==> src/rtl/imem_arbiter.sv <==
`default_nettype none
// ============================================================================
// Module   : imem_arbiter
// Purpose  : Fetch/debug arbiter and single-outstanding read sequencer for the
//            single-port instruction memory, with debug starvation protection.
// Revision : 1.0 - initial release
// ============================================================================
module imem_arbiter #(
    parameter int BUS          = 32,
    parameter int MEM_LATENCY  = 1,
    parameter int STARVE_LIMIT = 4
) (
    input  logic           clk,
    input  logic           reset,
    input  logic           f_req,
    input  logic [BUS-1:0] f_addr,
    output logic           f_gnt,
    output logic           f_rvalid,
    output logic [BUS-1:0] f_rdata,
    input  logic           d_req,
    input  logic [BUS-1:0] d_addr,
    output logic           d_gnt,
    output logic           d_rvalid,
    output logic [BUS-1:0] d_rdata,
    output logic [BUS-1:0] mem_addr,
    input  logic [BUS-1:0] mem_data,
    output logic           busy
);

    typedef enum logic [0:0] {
        ST_IDLE = 1'b0,
        ST_WAIT = 1'b1
    } state_t;

    localparam logic [2:0] c_LAT_INIT   = 3'(MEM_LATENCY);
    localparam logic [3:0] c_STARVE_MAX = 4'(STARVE_LIMIT);

    state_t         r_state;
    state_t         w_state_nxt;
    logic           r_owner;        // 1: debug owns the outstanding access
    logic [2:0]     r_lat_cnt;
    logic [3:0]     r_starve_cnt;
    logic [BUS-1:0] r_mem_addr;
    logic [BUS-1:0] r_f_rdata;
    logic [BUS-1:0] r_d_rdata;
    logic           r_f_rvalid;
    logic           r_d_rvalid;

    logic           w_d_win;
    logic           w_f_gnt;
    logic           w_d_gnt;
    logic           w_done;

    // Grants are suppressed while reset is held so nothing is accepted then.
    always_comb begin
        w_state_nxt = r_state;
        w_d_win     = d_req && (!f_req || (r_starve_cnt == c_STARVE_MAX));
        w_f_gnt     = 1'b0;
        w_d_gnt     = 1'b0;
        w_done      = 1'b0;
        case (r_state)
            ST_IDLE: begin
                w_d_gnt = !reset && w_d_win;
                w_f_gnt = !reset && f_req && !w_d_win;
                if (w_f_gnt || w_d_gnt) begin
                    w_state_nxt = ST_WAIT;
                end
            end
            ST_WAIT: begin
                w_done = (r_lat_cnt == 3'd1);
                if (w_done) begin
                    w_state_nxt = ST_IDLE;
                end
            end
            default: w_state_nxt = ST_IDLE;
        endcase
    end

    always_ff @(posedge clk or posedge reset) begin
        if (reset) begin
            r_state <= ST_IDLE;
        end else begin
            r_state <= w_state_nxt;
        end
    end

    always_ff @(posedge clk or posedge reset) begin
        if (reset) begin
            r_owner      <= 1'b0;
            r_lat_cnt    <= 3'd0;
            r_starve_cnt <= 4'd0;
            r_mem_addr   <= '0;
            r_f_rdata    <= '0;
            r_d_rdata    <= '0;
            r_f_rvalid   <= 1'b0;
            r_d_rvalid   <= 1'b0;
        end else begin
            r_f_rvalid <= 1'b0;
            r_d_rvalid <= 1'b0;
            if (w_f_gnt || w_d_gnt) begin
                r_mem_addr <= w_d_gnt ? d_addr : f_addr;
                r_owner    <= w_d_gnt;
                r_lat_cnt  <= c_LAT_INIT;
            end else if (r_state == ST_WAIT) begin
                r_lat_cnt <= r_lat_cnt - 3'd1;
                if (w_done) begin
                    if (r_owner) begin
                        r_d_rdata  <= mem_data;
                        r_d_rvalid <= 1'b1;
                    end else begin
                        r_f_rdata  <= mem_data;
                        r_f_rvalid <= 1'b1;
                    end
                end
            end
            // Saturating count of fetch wins that left debug waiting.
            if (w_d_gnt) begin
                r_starve_cnt <= 4'd0;
            end else if (w_f_gnt && d_req && (r_starve_cnt < c_STARVE_MAX)) begin
                r_starve_cnt <= r_starve_cnt + 4'd1;
            end
        end
    end

    assign f_gnt    = w_f_gnt;
    assign d_gnt    = w_d_gnt;
    assign f_rvalid = r_f_rvalid;
    assign d_rvalid = r_d_rvalid;
    assign f_rdata  = r_f_rdata;
    assign d_rdata  = r_d_rdata;
    assign mem_addr = r_mem_addr;
    assign busy     = (r_state != ST_IDLE);

endmodule
`default_nettype wire

==> config.mk <==
export PLATFORM = sky130hd
export DESIGN_NAME = imem_arbiter
export DESIGN_NICKNAME = d
export VERILOG_FILES = /design/src/rtl/imem_arbiter.sv
export SDC_FILE = /design/constraint.sdc
export NUM_CORES = 1
export LEC_CHECK = 0
export CORE_ASPECT_RATIO = 0.6
export CORE_UTILIZATION = 25
export DETAILED_ROUTE_END_ITERATION = 12
export PLACE_DENSITY = 0.63
export SLEW_MARGIN = 10
export SYNTH_ARGS = -nofsm -noshare
export SYNTH_HDL_FRONTEND = slang
export SYNTH_SLANG_ARGS = --single-unit
==> constraint.sdc <==
create_clock -name clk -period 4.65 [get_ports clk]
set_input_delay 0.93 -clock clk [delete_from_list [all_inputs] [get_ports clk]]
set_output_delay 0.93 -clock clk [all_outputs]
set_load 0.02 [all_outputs]
---- Word level (Yosys, flattened, before mapping) ----
Index checks and enable logic that the tools add are counted.
storage, ports and cells
  flip-flop bits (word level) ............. 107
  output and inout port bits .............. 101
  word-level logic and storage cells ...... 52
operators by class
  $add $sub $neg .......................... 2
  $lt $le $gt $ge ......................... 1
  eq/ne operators ......................... 2
  muxes and demuxes ....................... 19
  bitwise operators ....................... 3
  reductions and logical operators ........ 16
operators by type and width
  kind                                                                          number
  32-bit 2-to-1 mux                                                             1
  1-bit 2-to-1 mux                                                              13
  4-bit 2-to-1 mux                                                              2
  4-bit AND reduction                                                           2
  1-bit logical AND                                                             6
  3-bit 2-to-1 mux                                                              2
  4-bit by 1-bit adder with 4-bit output, second input constant                 1
  4-bit by 3-bit equality test with 1-bit output, second input constant         1
  4-bit by 3-bit less-than comparator with 1-bit output, second input constant  1
  2-bit nonzero test                                                            2
  3-bit by 1-bit equality test with 1-bit output, second input constant         1
  1-bit logical NOT                                                             3
  1-bit logical OR                                                              3
  1-bit inverter                                                                3
  3-bit by 1-bit subtractor with 3-bit output, second input constant            1
  1-bit one-hot mux with 2 select lines                                         1

---- Depth between registers and ports, before layout ----
Gate-level depths: netlist of run 1.
  depth in word-level cells ............... 10
  gate-level depth with buffers ........... 7

---- Worst setup path after synthesis of run 1 ----
Ideal clock, no wire load.
  path kind ............................... input -> register
  start point ............................. in reset
  end point ............................... reg r_mem_addr[0], in the netlist mem_addr[0]
  setup time .............................. 0.126 ns
  arrival ................................. 4.397 ns
  setup slack ............................. 0.127 ns
  stages on the path ...................... 4
  path buffers ............................ 1
  cells stage by stage .................... inv_1 > o211ai_2 > clkbuf_1 > a221o_1
on the way
  longest elaborated chain between the ends .. 5
RTL lines
  item                            RTL line  source
  from (decl)                     14        input logic reset,
  1-bit logical NOT (no line) *   n/a
  1-bit logical AND (2 in a row)  64        w_f_gnt = !reset && f_req && !w_d_win;
  1-bit 2-to-1 mux                61        case (r_state)
  1-bit logical OR                100       if (w_f_gnt || w_d_gnt) begin
  to (signal assigned)            101       r_mem_addr <= w_d_gnt ? d_addr : f_addr;
  to (decl)                       43        logic [BUS-1:0] r_mem_addr;
Mark *: on every way between the ends. The rest lies on a longest branch, timed or not.
A chain may end at the register's enable or synchronous reset.

---- Worst setup path after layout of run 1 ----
  start point ............................. in reset
  end point ............................... out d_gnt
on the way
  longest elaborated chain between the ends .. 3
RTL lines
  item                         RTL line  source
  1-bit logical NOT (no line)  n/a
  1-bit logical AND            63        w_d_gnt = !reset && w_d_win;
  1-bit 2-to-1 mux             61
  to (decl)                    22        output logic d_gnt,
Every way passes these cells.

==> out/results.ini, run 1 <==
[status]
status=complete, no violations

[pwr]
internal_power_w=0.003034
p_sw_share_pct=35.83
seq_power_share_pct=34.8
powerDensity_nw_per_um2=689.6
p_sw_w=0.001694
clkPwrFrac_pct=15.6
p_leak_nw=2.922
vdd_drop_max_uv=344.6
combPwrFrac_pct=49.5

[floorplanning]
pin_count=201
die_w_um=172.3
chipHeight_um=104.2
core-area_um2=16620
initial_core_util_pct=26.17
num_rows=36
die_area_um2=17950

[clock_tree]
post_cts_buffers=0
cts_sinks=107
clkTransAtPathRegs_ns=0.07
holdBufCountCts=0
numCtsBuffers=9
clock_latency_ns=0.34
clockBufferDepth=2
post_cts_resized=0
cts_root_buf=clkbuf_16
htree_num_levels=3
cts_tree=built

[synthesis]
synth_top_family_by_area=multiplexers
synth-edff-count=0
synth_xor_area_share_pct=0.4028
netlist-cell-type-count=30
synthCells=297
muxShareOfSynthArea_pct=16.57
ys_ff_latch=107
netlist_area_um2=4349
yosysTopAreaCell=dfrtp_1
avgSynthCellArea_um2=14.64
yosys_warnings=0
synth_fa_ha_area_share_pct=1.151
synth-compound-area-share_pct=9.379
synth-main-ff-cell=dfrtp_1
yosysTopAreaCellShare_pct=61.57
synth_common_cells=107 x dfrtp_1, 64 x mux2_2, 32 x a221o_1, 32 x and3_1, 9 x clkbuf_1
yosys.area_share.simple_pct=7.537
synth_area_leaders=dfrtp_1 62%, mux2_2 17%, a221o_1 7.4%, and3_1 4.6%, ha_1 1.2%
seq_area_frac_synth_pct=61.57
synth-async-reset-ratio_pct=100.0
synth_fp_nets=401
yosysMostFrequentCell=dfrtp_1

[cells_and_area]
layout-drive-gt1-share_pct=19.08
fin_area_um2=6857
fillCellCount=1544
fin_nets=598
fin_util_pct=41.25
area_growth_syn_to_layout_pct=57.65
antennaDiodeCount=0

[timing]
setup_ws_ns=1.131
period_minus_slack_ns=3.519
skew_ns=0.005794
worstMarginPinSlew_ns=0.9764
slew_violations=0
final-setup-viol-count=0
period_share_pct=75.68
max_freq_mhz=284.1
rsz0062_at_grt=false
hold_viol_final=0
tns_ns=0
slew_headroom_pct=34.84

[global_routing]
grt_pass1_vias=3532
gr-usage-met3_pct=6.088
use_met1_pct=17.65
grt_max_degree=76
top_usage_layer=met2
gr-total-overflow=0
grt_pass1_wl_mm=19.08
antenna_found_initial=0
use_met2_pct=20.82
grt_usage_pct=13.59

[setup_path]
r2r-end=f_rdata[17]$_DFFE_PP0P_
cp.required_ns=3.72
crit_path_start_kind=input pin
end_kind=output port
path_max_fanout=4
r2r_slack_ns=2.07
cp.arrival_ns=2.59
worst-setup-path-type=in2out
reg2reg_from=r_lat_cnt[1]$_DFFE_PP0P_
reg2reg_depth=6

[drt]
firstDrtPassIters=5
ant_nets=0
drt-total-wl_mm=12.02
vias=3277
avgRoutedWirePerCell_um=16.56
via_per_inst=4.514
first_iter_violations=179
drc=0

[place]
pre_cts_ws_ns=1.138
placed_area_um2=6571
io_buffers=200
gp_congestion=0.7331
post-dp-hpwl_mm=8.759

[flow_run]
cap_violations=0

[hold_path]
hold_path_end=d_rdata[22]$_DFFE_PP0P_
holdPathStages=1
min-delay-start=d_rdata[22]$_DFFE_PP0P_
hold_path_class=reg2reg

-- worst max-delay path: stages --
cell,delay (ns)
clkdlybuf4s50_1,0.55
a2111oi_4,0.43
clkdlybuf4s50_1,0.68
-- routing by layer --
| layer | part of all wire, % | up-vias | routed length [µm] |
|---|---|---|---|
| li1 | - | 1493 | - |
| met1 | 45 | 1643 | 5444 |
| met2 | 44 | 131 | 5285 |
| met3 | 10 | 10 | 1215 |
| met4 | 0.63 | 0 | 76 |
| met5 | 0 | - | 0 |
-- cell type report --
type,instances,area [µm²],share of cell area [%]
tap,228,285.3,4.161
multi-input combinational,162,1529,22.30
sequential,107,2678,39.05
clock buffer,10,239.0,3.485
timing repair buffer,206,2047,29.85
inverter,8,32.53,0.4745
clock inverter,5,46.29,0.6752
-- registers in the layout (all words and copies together) (netlist names) --
register	cells
mem_addr	32
r_lat_cnt	3
f_rvalid	1
f_rdata	32
r_starve_cnt	4
busy	1
r_owner	1
d_rvalid	1
d_rdata	32
-- stage by stage --
stage	hold WS (ns)	total power (W)	instances
after floorplan	0.4825	0.002869	297
after global placement	0.4879	0.003975	711
after detailed placement	0.4934	0.004034	711
after CTS	0.5108	0.004805	726
after global routing	0.5244	0.005014	726
final	0.5081	0.004728	726
-- cells by family (layout without fill, tap and decap cells) --
kind of cell | after synthesis | count (layout)
adders and majority gates | 4 | 4
xor gates and xnor gates | 2 | 2
muxes | 64 | 64
buffers and inverters | 28 | 229
and+or+nand+nor | 50 | 50
AOI/OAI and AO/OA | 42 | 42
DFF | 107 | 107
-- power groups by stage --
stage | Sequential, W | Combinational [W] | Clock [W]
final | 0.00165 | 0.00234 | 0.000739
after detailed placement | 0.00166 | 0.00237 | 0
after global routing | 0.00171 | 0.00249 | 0.000812
after floorplan | 0.00215 | 0.000717 | 0
after global placement | 0.00164 | 0.00233 | 0
after CTS | 0.00165 | 0.00238 | 0.000775
-- cells in the final DEF, fill, tap and decap left out, types with 2 or more instances in the layout --
master	count
and2_1	2
and3_1	32
o21ai_0	3
inv_8	2
clkbuf_16	9
or3b_2	2
nand3_1	2
mux2_2	64
clkdlybuf4s50_1	200
clkinvlp_4	2
a221o_1	32
nor2b_1	2
buf_4	6
dfrtp_1	107
nor2_1	2
a21oi_1	2
inv_1	6
nand2_1	2
ha_1	4
xnor2_1	2
-- how the worst max path moves through the flow --
stage                from                       to  depth (start not counted)
finish              reset                    d_gnt                          3
global route        d_req                    d_gnt                          4
CTS                 reset                    d_gnt                          3
detailed placement  reset                    d_gnt                          3
global placement    reset                    d_gnt                          3
floorplan           reset  mem_addr[0]$_DFFE_PP0P_                          4
Note: power is estimated with default switching activity, not from simulation.
==> run 2: changes to the inputs <==
Settings changed: PLACE_DENSITY 0.63 to 0.65.
Clock period 4.65 ns to 3.1 ns, I/O delays scaled along.
==> run 2 against run 1 <==
Utilization rose by 0.15 points; sequential share of layout area is 0.14 points lower; flip-flop and latch count is the same; highest routed layer is now met5; die area did not move; global-route usage increased by 0.28 points; clock power rose by 50%; wire length increased by 3.2%; largest power group unchanged; cell area rose by 0.36%; cell count is 0.55% higher.
==> out/results.ini, run 2 (synthesis gave the netlist of run 1 again) <==
[cells_and_area]
final_common_cell=clkdlybuf4s50_1
antennaDiodeCount=0
layout-drive-gt1-share_pct=19.72
area_growth_syn_to_layout_pct=58.23
fin_nets=601
fin_area_um2=6882
layout_common_cells=200 x clkdlybuf4s50_1, 107 x dfrtp_1, 64 x mux2_2, 32 x and3_1, 32 x a221o_1

[setup_path]
reg2reg_depth=6
r2r_slack_ns=1.01
end_kind=output port
cp_common_cell=clkdlybuf4s50_1
reg2reg_from=r_lat_cnt[1]$_DFFE_PP0P_
cp.depth=4
path_buf_inv=3
critPathTopFamily=buffers and inverters
crit_path_top_delay_cell=clkdlybuf4s50_1
worst-setup-path-type=in2out
cp.required_ns=2.48
critPathMaxStageDelay_ns=0.67
critPathLaunch=d_req
path_max_fanout=5
cp_cell_sequence=clkdlybuf4s50_1 > inv_1 > a2111oi_4 > clkdlybuf4s50_1
crit_path_start_kind=input pin
r2r-end=d_rdata[31]$_DFFE_PP0P_
cp.arrival_ns=2.17

[timing]
slew_headroom_pct=43.72
period_share_pct=89.99
worstMarginPinSlew_ns=0.8417
slew_violations=0
rsz0062_at_grt=false
max_freq_mhz=358.4
final-setup-viol-count=0
period_minus_slack_ns=2.790
hold_viol_final=0
skew_ns=0.01021
setup_ws_ns=0.3102

[status]
status=complete, no violations

[global_routing]
use_met2_pct=20.79
top_usage_layer=met2
antenna_found_initial=1
use_met1_pct=18.44
grt_max_degree=65
grt_pass1_wl_mm=19.44
grt_pass1_vias=3591
gr-usage-met3_pct=5.936
gr-total-overflow=0
grt_usage_pct=13.86

[pwr]
p_leak_nw=2.941
powerDensity_nw_per_um2=1034
vdd_drop_max_uv=512.6

[clock_tree]
clock_latency_ns=0.34
clockBufferDepth=2
post_cts_buffers=0
holdBufCountCts=0
post_cts_resized=0
htree_num_levels=3
clkTransAtPathRegs_ns=0.08
cts_sinks=107
numCtsBuffers=9
cts_root_buf=clkbuf_16
cts_tree=built

[floorplanning]
pin_count=201
num_rows=36
die_area_um2=17950
chipHeight_um=104.2
die_w_um=172.3
initial_core_util_pct=26.17
core-area_um2=16620

[drt]
drc=0
firstDrtPassIters=4
vias=3306
drt-total-wl_mm=12.40
avgRoutedWirePerCell_um=16.99
via_per_inst=4.529
ant_nets=0
first_iter_violations=155

[place]
io_buffers=200
gp_congestion=0.8289
post-dp-hpwl_mm=8.931
placed_area_um2=6595
pre_cts_ws_ns=0.3128

[hold_path]
hold_path_end=d_rdata[2]$_DFFE_PP0P_
holdPathStages=1
hold_path_class=reg2reg
min-delay-start=d_rdata[2]$_DFFE_PP0P_

[flow_run]
cap_violations=0

==> run 2: power by group <==
part           internal, W  switching (W)
Clock             0.000562       0.000551
Sequential         0.00208       0.000402
Combinational      0.00190        0.00162
==> run 2: worst max path at each step <==
stage                         endpoint
3_3_place_gp                     d_gnt
3_5_place_dp                     d_gnt
2_1_floorplan  mem_addr[0]$_DFFE_PP0P_
4_1_cts                          d_gnt
6_report                         d_gnt
5_1_grt                          d_gnt
==> run 2: layout make-up <==
| type | count | area (µm²) |
|---|---|---|
| fill | 1513 | 9739 |
| multi-input combinational | 162 | 1529 |
| inverter | 8 | 33.78 |
| timing repair buffer | 209 | 2069 |
| clock buffer | 9 | 225.2 |
| clock inverter | 7 | 61.31 |
| sequential | 107 | 2678 |
| tap | 228 | 285.3 |
==> run 2: stage by stage <==
step | hold WS (ns) | utilization (%) | std cells | total power (W) | TNS, ns
2_1_floorplan | 0.4825 | - | 297 | 0.004305 | -1.399
3_3_place_gp | 0.4880 | 39.68 | 714 | 0.005979 | 0
3_5_place_dp | 0.4913 | 39.68 | 714 | 0.006055 | 0
4_1_cts | 0.5112 | 41.40 | 730 | 0.007227 | 0
5_1_grt | 0.5179 | 41.40 | 730 | 0.007519 | 0
6_report | 0.5095 | 41.40 | 730 | 0.007116 | 0
==> run 2: metal layers <==
metal | part of all wire [%] | wire length [µm]
met1 | 46 | 5695
met2 | 44 | 5493
met3 | 8.9 | 1103
met4 | 0.77 | 95
met5 | 0.10 | 13
==> run 2: worst reg2reg max path: cells and delay by family (launching register included) <==
| family | cells | cell delay (ns) |
|---|---|---|
| flip-flops | 1 | 0.38 |
| adder cells (fa/ha/maj) | 1 | 0.14 |
| multiplexers | 1 | 0.31 |
| AND/OR/NAND/NOR | 2 | 0.65 |
| buffers and inverters | 2 | 0.50 |
==> run 3: changes to the inputs <==
Settings changed: CORE_MARGIN from default to 1.5.
==> run 3 against run 2 <==
Critical path depth increased by 1; die area increased by 1.5%; register-to-register slack worse by 0.05 ns; critical endpoint unchanged.
==> out/results.ini, run 3 (synthesis gave the netlist of run 1 again) <==
[pwr]
seq_power_share_pct=34.8
p_sw_w=0.002549
vdd_drop_max_uv=460.5
combPwrFrac_pct=49.7
powerDensity_nw_per_um2=1032
internal_power_w=0.004556
total_power_w=0.007105
clkPwrFrac_pct=15.5
p_sw_share_pct=35.88
p_leak_nw=2.929

[timing]
final-setup-viol-count=0
setup_ws_ns=0.2566
worstMarginPinSlew_ns=0.6202
rsz0062_at_grt=false
slew_violations=0
period_minus_slack_ns=2.843
skew_ns=0.01385
slew_headroom_pct=58.66
hold_viol_final=0
period_share_pct=91.72
max_freq_mhz=351.7

[floorplanning]
initial_core_util_pct=25.46
pin_count=201
die_area_um2=18220
chipHeight_um=105.2
die_w_um=173.3
core-area_um2=17080
num_rows=37

[setup_path]
critPathTopFamily=buffers and inverters
crit_path_top_delay_cell=clkdlybuf4s50_1
cp.arrival_ns=2.22
worst-setup-path-type=reg2out
path_max_fanout=3
cp_cell_sequence=inv_1 > ha_1 > nand3b_1 > a2111oi_4 > clkdlybuf4s50_1
critPathLaunch=r_starve_cnt[0]$_DFFE_PP0P_
reg2reg_from=r_lat_cnt[1]$_DFFE_PP0P_
r2r_slack_ns=0.96
cp.required_ns=2.48
crit_path_start_kind=flip-flop
path_buf_inv=2
end_kind=output port
critPathMaxStageDelay_ns=0.66

[drt]
vias=3354
ant_nets=0
drt-total-wl_mm=12.29
avgRoutedWirePerCell_um=16.72
first_iter_violations=151
via_per_inst=4.563
drc=0
firstDrtPassIters=4

[clock_tree]
cts_root_buf=clkbuf_16
post_cts_resized=0
cts_tree=built
holdBufCountCts=0
numCtsBuffers=9
clock_latency_ns=0.34
clkTransAtPathRegs_ns=0.07
clockBufferDepth=2
htree_num_levels=3
cts_sinks=107
post_cts_buffers=0

[global_routing]
grt_pass1_wl_mm=19.91
grt_usage_pct=13.82
grt_pass1_vias=3598
grt_max_degree=108
gr-total-overflow=0
antenna_found_initial=0

[flow_run]
cap_violations=0

[place]
gp_congestion=0.8342
post-dp-hpwl_mm=8.733
pre_cts_ws_ns=0.2776
io_buffers=200
dp.cells=719

[hold_path]
min-delay-start=r_lat_cnt[1]$_DFFE_PP0P_
hold_path_class=reg2reg

[cells_and_area]
layout_common_cells=200 x clkdlybuf4s50_1, 107 x dfrtp_1, 64 x mux2_2, 32 x and3_1, 32 x a221o_1
layout-drive-gt1-share_pct=19.16
final_common_cell=clkdlybuf4s50_1
final_cells=735
area_growth_syn_to_layout_pct=58.37
fin_util_pct=40.32
antennaDiodeCount=0
fin_nets=600

[status]
status=complete, no violations

==> run 3: cell count changes in the layout (fill, tap and decap cells not counted), sizes merged <==
cell,delta
buf,-1
clkinvlp,+1
clkinv,-2
inv,-2
clkbuf,+3
==> run 3: final cells by class <==
type / count / area, µm²
clock buffers: 12 / 246.5
clock inverters: 4 / 33.78
fillers: 1566 / 10190
inverters: 8 / 33.78
multi-input cells: 162 / 1529
flip-flops and latches: 107 / 2678
well taps: 234 / 292.8
repair buffers: 208 / 2074
==> run 3: power by group through the flow <==
stage / Sequential [W] / Combinational, W / Clock [W]
after floorplan: 0.00323 / 0.00108 / 0
after global placement: 0.00245 / 0.00351 / 0
after detailed placement: 0.00250 / 0.00356 / 0
after CTS: 0.00248 / 0.00357 / 0.00116
after global routing: 0.00257 / 0.00374 / 0.00122
final: 0.00247 / 0.00353 / 0.00110
==> run 3: per-stage QoR <==
stage	instance area (µm²)	hold slack (ns)	setup TNS (ns)
finish	6888	0.5065	0
global route	6888	0.5165	0
CTS	6888	0.5125	0
detailed placement	6608	0.4951	0
global placement	6608	0.4861	0
floorplan	4353	0.4825	-1.399
==> run 3: worst paths after layout <==
check | to | cells after the start
setup reg to reg | d_rdata[22]$_DFFE_PP0P_ | 6
max in group asynchronous | d_rdata[24]$_DFFE_PP0P_ | 3
hold / removal | r_lat_cnt[1]$_DFFE_PP0P_ | 1
min in group asynchronous | mem_addr[30]$_DFFE_PP0P_ | 3
hold reg to reg | r_lat_cnt[1]$_DFFE_PP0P_ | 1
setup / recovery | d_gnt | 5
==> run 3: routing by layer <==
metal  vias to the layer above  global-route usage (%)  share of wire [%]
met5                         -                       0                  0
met4                         0                   3.106               0.66
met3                         9                   5.240                7.5
met2                       139                   20.51                 44
met1                      1704                   18.95                 48
li1                       1502                       -                  -
